==> src/rtl/i2c_pkg.sv <==
// Types and constants shared by the I2C slave receive front end, controller and SDA output select.
package i2c_pkg;

   localparam int BITS_PER_BYTE = 8;

   typedef enum logic [2:0] {
      RX_IDLE,
      RX_ADDR,
      RX_DATA,
      RX_ACK,
      RX_DISCARD
   } rx_state_t;

   // Encodings of sda_mode, driven by the controller into the SDA output select.
   localparam logic [1:0] SDA_MODE_IDLE = 2'b00;
   localparam logic [1:0] SDA_MODE_ACK  = 2'b01;
   localparam logic [1:0] SDA_MODE_NACK = 2'b10;
   localparam logic [1:0] SDA_MODE_TX   = 2'b11;

endpackage

==> src/rtl/i2c_sync_edge.sv <==
// Two-flop synchronizer for one open-drain pad, with a history flop for edge pulses.
module i2c_sync_edge (
   input  logic clk,
   input  logic rst,
   input  logic pad_i,
   output logic level_o,
   output logic rise_o,
   output logic fall_o
);

   logic s1_q, s2_q, s3_q;

   // Idle bus is high, so resetting to 1 avoids a spurious edge after reset.
   always_ff @(posedge clk) begin
      if (rst) begin
         s1_q <= 1'b1;
         s2_q <= 1'b1;
         s3_q <= 1'b1;
      end else begin
         s1_q <= pad_i;
         s2_q <= s1_q;
         s3_q <= s2_q;
      end
   end

   assign level_o = s2_q;
   assign rise_o  = s2_q & ~s3_q;
   assign fall_o  = ~s2_q & s3_q;

endmodule

==> src/rtl/i2c_rx_front.sv <==
// I2C slave receive front end: START/STOP detection, byte shifting, address check, ACK sampling.
module i2c_rx_front
   import i2c_pkg::*;
#(
   parameter logic [6:0] SLAVE_ADDR = 7'b1111000
) (
   input  logic       clk,
   input  logic       rst,
   input  logic       scl_in,
   input  logic       sda_in,
   output logic       scl_rise,
   output logic       scl_fall,
   output logic       start_found,
   output logic       stop_found,
   output logic       address_match,
   output logic       rw_mode,
   output logic       byte_received,
   output logic [7:0] rx_data,
   output logic       ack_slot,
   output logic       ack_valid,
   output logic       ack_bit
);

   localparam logic [2:0] LAST_BIT = 3'(BITS_PER_BYTE - 1);

   logic scl_lvl, scl_r, scl_f;
   logic sda_lvl, sda_r, sda_f;

   i2c_sync_edge u_scl (.clk(clk), .rst(rst), .pad_i(scl_in),
                        .level_o(scl_lvl), .rise_o(scl_r), .fall_o(scl_f));
   i2c_sync_edge u_sda (.clk(clk), .rst(rst), .pad_i(sda_in),
                        .level_o(sda_lvl), .rise_o(sda_r), .fall_o(sda_f));

   // SCL must be high both before and after the SDA edge, so an SDA change
   // coinciding with an SCL transition is never taken as START or STOP.
   logic scl_high;
   assign scl_high    = scl_lvl & ~scl_r;
   assign start_found = sda_f & scl_high;
   assign stop_found  = sda_r & scl_high;
   assign scl_rise    = scl_r;
   assign scl_fall    = scl_f;

   rx_state_t  state_q, state_d;
   logic [2:0] cnt_q, cnt_d;
   logic [7:0] shift_q, shift_d;
   logic [7:0] rx_q, rx_d;
   logic       rw_q, rw_d;
   logic       slot_q, slot_d;
   logic       ackb_q, ackb_d;
   logic       am_q, am_d;
   logic       br_q, br_d;
   logic       av_q, av_d;
   logic [7:0] byte_w;

   assign byte_w = {shift_q[6:0], sda_lvl};

   always_comb begin
      state_d = state_q;
      cnt_d   = cnt_q;
      shift_d = shift_q;
      rx_d    = rx_q;
      rw_d    = rw_q;
      slot_d  = slot_q;
      ackb_d  = ackb_q;
      am_d    = 1'b0;
      br_d    = 1'b0;
      av_d    = 1'b0;
      if (start_found) begin
         state_d = RX_ADDR;
         cnt_d   = '0;
         slot_d  = 1'b0;
      end else if (stop_found) begin
         state_d = RX_IDLE;
         slot_d  = 1'b0;
      end else begin
         case (state_q)
            RX_ADDR, RX_DATA: begin
               if (scl_r) begin
                  shift_d = byte_w;
                  cnt_d   = cnt_q + 3'd1;
                  if (cnt_q == LAST_BIT) begin
                     rx_d = byte_w;
                     if (state_q == RX_DATA) begin
                        br_d    = 1'b1;
                        state_d = RX_ACK;
                     end else if (byte_w[7:1] == SLAVE_ADDR) begin
                        am_d    = 1'b1;
                        rw_d    = byte_w[0];
                        state_d = RX_ACK;
                     end else begin
                        state_d = RX_DISCARD;
                     end
                  end
               end
            end
            // Entered on the 8th rise: the next fall opens the slot, the one after closes it.
            RX_ACK: begin
               if (scl_f) begin
                  if (!slot_q) begin
                     slot_d = 1'b1;
                  end else begin
                     slot_d  = 1'b0;
                     state_d = RX_DATA;
                     cnt_d   = '0;
                  end
               end else if (scl_r && slot_q) begin
                  ackb_d = sda_lvl;
                  av_d   = 1'b1;
               end
            end
            default: ;
         endcase
      end
   end

   always_ff @(posedge clk) begin
      if (rst) begin
         state_q <= RX_IDLE;
         cnt_q   <= '0;
         shift_q <= '0;
         rx_q    <= '0;
         rw_q    <= 1'b0;
         slot_q  <= 1'b0;
         ackb_q  <= 1'b1;
         am_q    <= 1'b0;
         br_q    <= 1'b0;
         av_q    <= 1'b0;
      end else begin
         state_q <= state_d;
         cnt_q   <= cnt_d;
         shift_q <= shift_d;
         rx_q    <= rx_d;
         rw_q    <= rw_d;
         slot_q  <= slot_d;
         ackb_q  <= ackb_d;
         am_q    <= am_d;
         br_q    <= br_d;
         av_q    <= av_d;
      end
   end

   assign address_match = am_q;
   assign rw_mode       = rw_q;
   assign byte_received = br_q;
   assign rx_data       = rx_q;
   assign ack_slot      = slot_q;
   assign ack_valid     = av_q;
   assign ack_bit       = ackb_q;

endmodule
==> config.mk <==
export PLATFORM = sky130hd
export DESIGN_NAME = i2c_rx_front
export DESIGN_NICKNAME = d
export VERILOG_FILES = /design/src/rtl/i2c_pkg.sv /design/src/rtl/i2c_sync_edge.sv /design/src/rtl/i2c_rx_front.sv
export SDC_FILE = /design/constraint.sdc
export NUM_CORES = 1
export LEC_CHECK = 0
export CORE_ASPECT_RATIO = 1.4
export CORE_MARGIN = 1.5
export CORE_UTILIZATION = 52
export DETAILED_ROUTE_END_ITERATION = 8
export PLACE_DENSITY = 0.73
export SLEW_MARGIN = 5
export SYNTH_ARGS = -nofsm -noshare
export SYNTH_HDL_FRONTEND = slang
export SYNTH_HIERARCHICAL = 1
export SYNTH_SLANG_ARGS = --single-unit
export TNS_END_PERCENT = 100
==> constraint.sdc <==
create_clock -name clk -period 2.15 [get_ports clk]
set_input_delay 0.3225 -clock clk [delete_from_list [all_inputs] [get_ports clk]]
set_output_delay 0.3225 -clock clk [all_outputs]
set_load 0.01 [all_outputs]
==> metrics.json, run 1 <==
{
  "final_layout": {
    "area_growth_pct": 21.3,
    "antennaDiodeCount": 0,
    "drive_gt1_frac": 0.167,
    "final_net_count": 167
  },
  "timing": {
    "max_slew_margin": 0.712,
    "skew_ns": 0.00652,
    "rsz0062_at_grt": "false",
    "worst-slew-pin-transition_ns": 0.431,
    "report.final.hold_viol_count": 0,
    "layout_worst_path_cycle_share": 0.863,
    "final_period_minus_worst_setup_slack_ns": 1.86,
    "timing_max_transition_violations_final": 0,
    "finalSetupViolations": 0,
    "max_freq_mhz": 539,
    "final.setup.tns_ns": 0
  },
  "run_status": {
    "run_status": "complete, no violations"
  },
  "die": {
    "number_of_primary_i_o_pins": 22,
    "row_count": 22,
    "floorplan.die.width_um": 48.0,
    "full_die_area_mm2": 0.00316,
    "fp.dieH_um": 65.9,
    "start_util": 0.557,
    "coreArea_mm2": 0.00264
  },
  "routing": {
    "wl_um": 2650,
    "route.detailed.vias_per_inst": 5.20,
    "postRouteAntennaNets": 0,
    "detail_route.iter0.violations": 11,
    "drc_errors": 0,
    "vias": 1029,
    "drtPass1Iterations": 4,
    "routedWlPerCell_um": 13.4
  },
  "synth": {
    "syn_nets": 142,
    "synth-seq-area-share": 0.449,
    "netlist.top_cell.by_area": "dfxtp_1",
    "postSynthRegisterBits": 33,
    "postSynthCellCount": 136,
    "synth.distinct_cells": 38,
    "top_cell_type_s_share_of_synthesized_area": 0.449,
    "syn_area_mm2": 0.00147,
    "synth_area_leaders": "dfxtp_1 (45%), mux2i_1 (12%), nor2_1 (5.6%), buf_6 (3.1%), or2_1 (2.6%)",
    "synthesis.yosys.warnings": 6,
    "synth_area_per_cell_um2": 10.8
  },
  "clock_network": {
    "cts-root-to-sink-buffers": 2,
    "worstSkewPairLatency_ns": 0.34,
    "clock_tree.htree_level_count": 2,
    "path_clk_slew_ns": 0.10,
    "cts_tree": "built",
    "cts.sink_count": 33,
    "clockRootBuffer": "clkbuf_4",
    "number_of_buffers_created_by_cts": 5,
    "post_cts.repair.setup_buffers": 0
  },
  "power": {
    "vdd_drop_max_uv": 461,
    "post_layout_total_power_uw": 1080,
    "cellLeakagePower_uw": 0.000738,
    "power_density_mw_per_mm2": 603
  },
  "worst_setup_path": {
    "crit_path_start": "u_scl/level_o$_SDFF_PP1_",
    "timing.critical_path.fanout_max": 6,
    "critPathRequiredTime_ns": 1.83,
    "setup.worst_path.class": "flop to primary output",
    "crit_path_end_kind": "primary output",
    "r2r-start": "state_q[0]$_SDFFE_PP0P_",
    "worst_setup_path_start_kind": "flop",
    "cp.arrival_ns": 1.53
  },
  "grt": {
    "grt-ovfl-total": 0,
    "grt-busiest-layer": "met2",
    "grtUsageMet2": 0.322,
    "grt_pass1_wl_um": 4520,
    "number_of_global_route_vias_before_repair": 1027,
    "antenna_found_initial": 0,
    "grt_max_degree": 23,
    "groute.layer.met1.usage": 0.243,
    "gr-usage-met3": 0.0656,
    "track_usage": 0.205
  },
  "hold_path": {
    "holdCritStartpoint": "u_sda/s1_q$_SDFF_PP1_",
    "worst_hold_path_type": "flop to flop"
  },
  "place": {
    "detailed_place_hpwl_um": 1930,
    "place.port_buffers": 21,
    "gpl.final_weighted_congestion": 0.789
  },
  "job": {
    "maxCapViolations": 0
  }
}
[Yosys cell counts, drive strengths merged]
cell type / n
and2b: 2
or2: 7
xnor2: 1
nor3: 5
buf: 5
nand2b: 4
nor3b: 2
dfxtp: 33
o21bai: 1
clkbuf: 2
nor4b: 1
nand2: 3
and3b: 1
nand4bb: 1
nor4: 2
a311oi: 1
o211a: 1
ha: 2
a21oi: 3
mux2i: 17
o21a: 1
nand4: 1
a311o: 1
nand3b: 4
and2: 1
nand3: 2
nor2: 22
nand4b: 3
inv: 1
xor2: 1
and4bb: 1
nor2b: 2
a22oi: 2
[cells by family (layout without fill, tap and decap cells)]
kind of cell | count (synthesis) | count (layout) | share of synthesized area
compound gates | 10 | 10 | 0.0544
flops | 33 | 33 | 0.449
buf+inv | 8 | 34 | 0.0434
xor+xnor | 2 | 2 | 0.0170
simple gates | 64 | 64 | 0.304
mux | 17 | 17 | 0.116
fa+ha+maj | 2 | 2 | 0.0170
[worst max-delay path: stages, from the launching register on]
cell and delay [ns]:
dfxtp_4 0.38, and2b_1 0.26, clkdlybuf4s50_1 0.56
[worst paths after layout]
path | depth (start not counted) | to | slack, ns
min | 1 | u_sda/level_o$_SDFF_PP1_ | 0.41
max | 2 | scl_fall | 0.29
max reg2reg | 5 | shift_q[5]$_SDFFE_PP0P_ | 0.52
min reg2reg | 1 | u_sda/level_o$_SDFF_PP1_ | 0.41
[what timing repair did]
| action | 4_1_cts | 5_1_grt |
|---|---|---|
| gates resized for setup | 2 | 5 |
| pin swaps | 0 | 0 |
| cloned | 0 | 0 |
| endpoints found under the setup margin | 1 | 2 |
| hold buffers | 0 | 0 |
[cell usage in the layout, fill, tap and decap left out, types with 2 or more instances in the layout]
master	Yosys	final
dfxtp_1	33	32
nor2_1	22	22
clkdlybuf4s50_1	0	19
mux2i_1	17	17
or2_1	6	6
nor3_1	5	5
clkbuf_4	0	5
nand2b_1	4	4
buf_4	1	4
nand2_1	3	3
a21oi_1	3	3
nand3b_1	3	3
nor3b_2	2	2
nand3_1	2	2
a22oi_1	2	2
nand4b_1	2	2
ha_1	2	2
clkbuf_8	0	2
dlymetal6s2s_1	0	2
and2b_1	2	2
[registers in the layout, summed over array words and instances (netlist names)]
register       cells
ack_bit            1
rx_data            8
u_scl/s3_q         1
ack_slot           1
ack_valid          1
u_sda/s1_q         1
u_sda/level_o      1
address_match      1
rw_mode            1
u_scl/level_o      1
shift_q            7
cnt_q              3
u_scl/s1_q         1
byte_received      1
state_q            3
u_sda/s3_q         1
[metal layers]
layer,vias up,share of wire
li1,524,-
met2,18,0.51
met1,481,0.44
met5,-,0
met4,0,0.021
met3,6,0.032
[report_power, final]
group | switching [µW] | internal [µW] | leakage, µW
registers | 8.05 | 616 | 0.000267
logic | 25.3 | 27.7 | 0.000429
clock network | 209 | 189 | 0.0000413
[layout make-up]
class | count | area (µm²)
inverters | 1 | 3.75
repair buffers | 25 | 245
clock buffers | 7 | 65.1
multi-input cells | 95 | 757
fillers | 227 | 857
clock inverters | 1 | 5.00
flip-flops and latches | 33 | 664
well taps | 36 | 45.0
[through the flow]
step | util | hold WS (ns) | worst slack (ns) | cell area [µm²] | cells
after floorplan | - | 0.383 | 0.346 | 1470 | 136
after global placement | 0.642 | 0.389 | 0.329 | 1700 | 190
after detailed placement | 0.642 | 0.390 | 0.267 | 1700 | 190
after CTS | 0.670 | 0.415 | 0.00407 | 1770 | 198
after global routing | 0.676 | 0.428 | 0.224 | 1790 | 198
final | 0.676 | 0.413 | 0.294 | 1790 | 198
Power figures use the tool's default switching activity.
==> inputs of run 2 (changes only) <==
--- a/config.mk
+++ b/config.mk
@@ -10,6 +10,7 @@
 export CORE_UTILIZATION = 52
 export DETAILED_ROUTE_END_ITERATION = 8
 export PLACE_DENSITY = 0.73
+export SKIP_LAST_GASP = 1
 export SLEW_MARGIN = 5
 export SYNTH_ARGS = -nofsm -noshare
 export SYNTH_HDL_FRONTEND = slang
==> results of run 2 <==
Same layout as run 1: the final DEF is identical, and so are final timing and power.
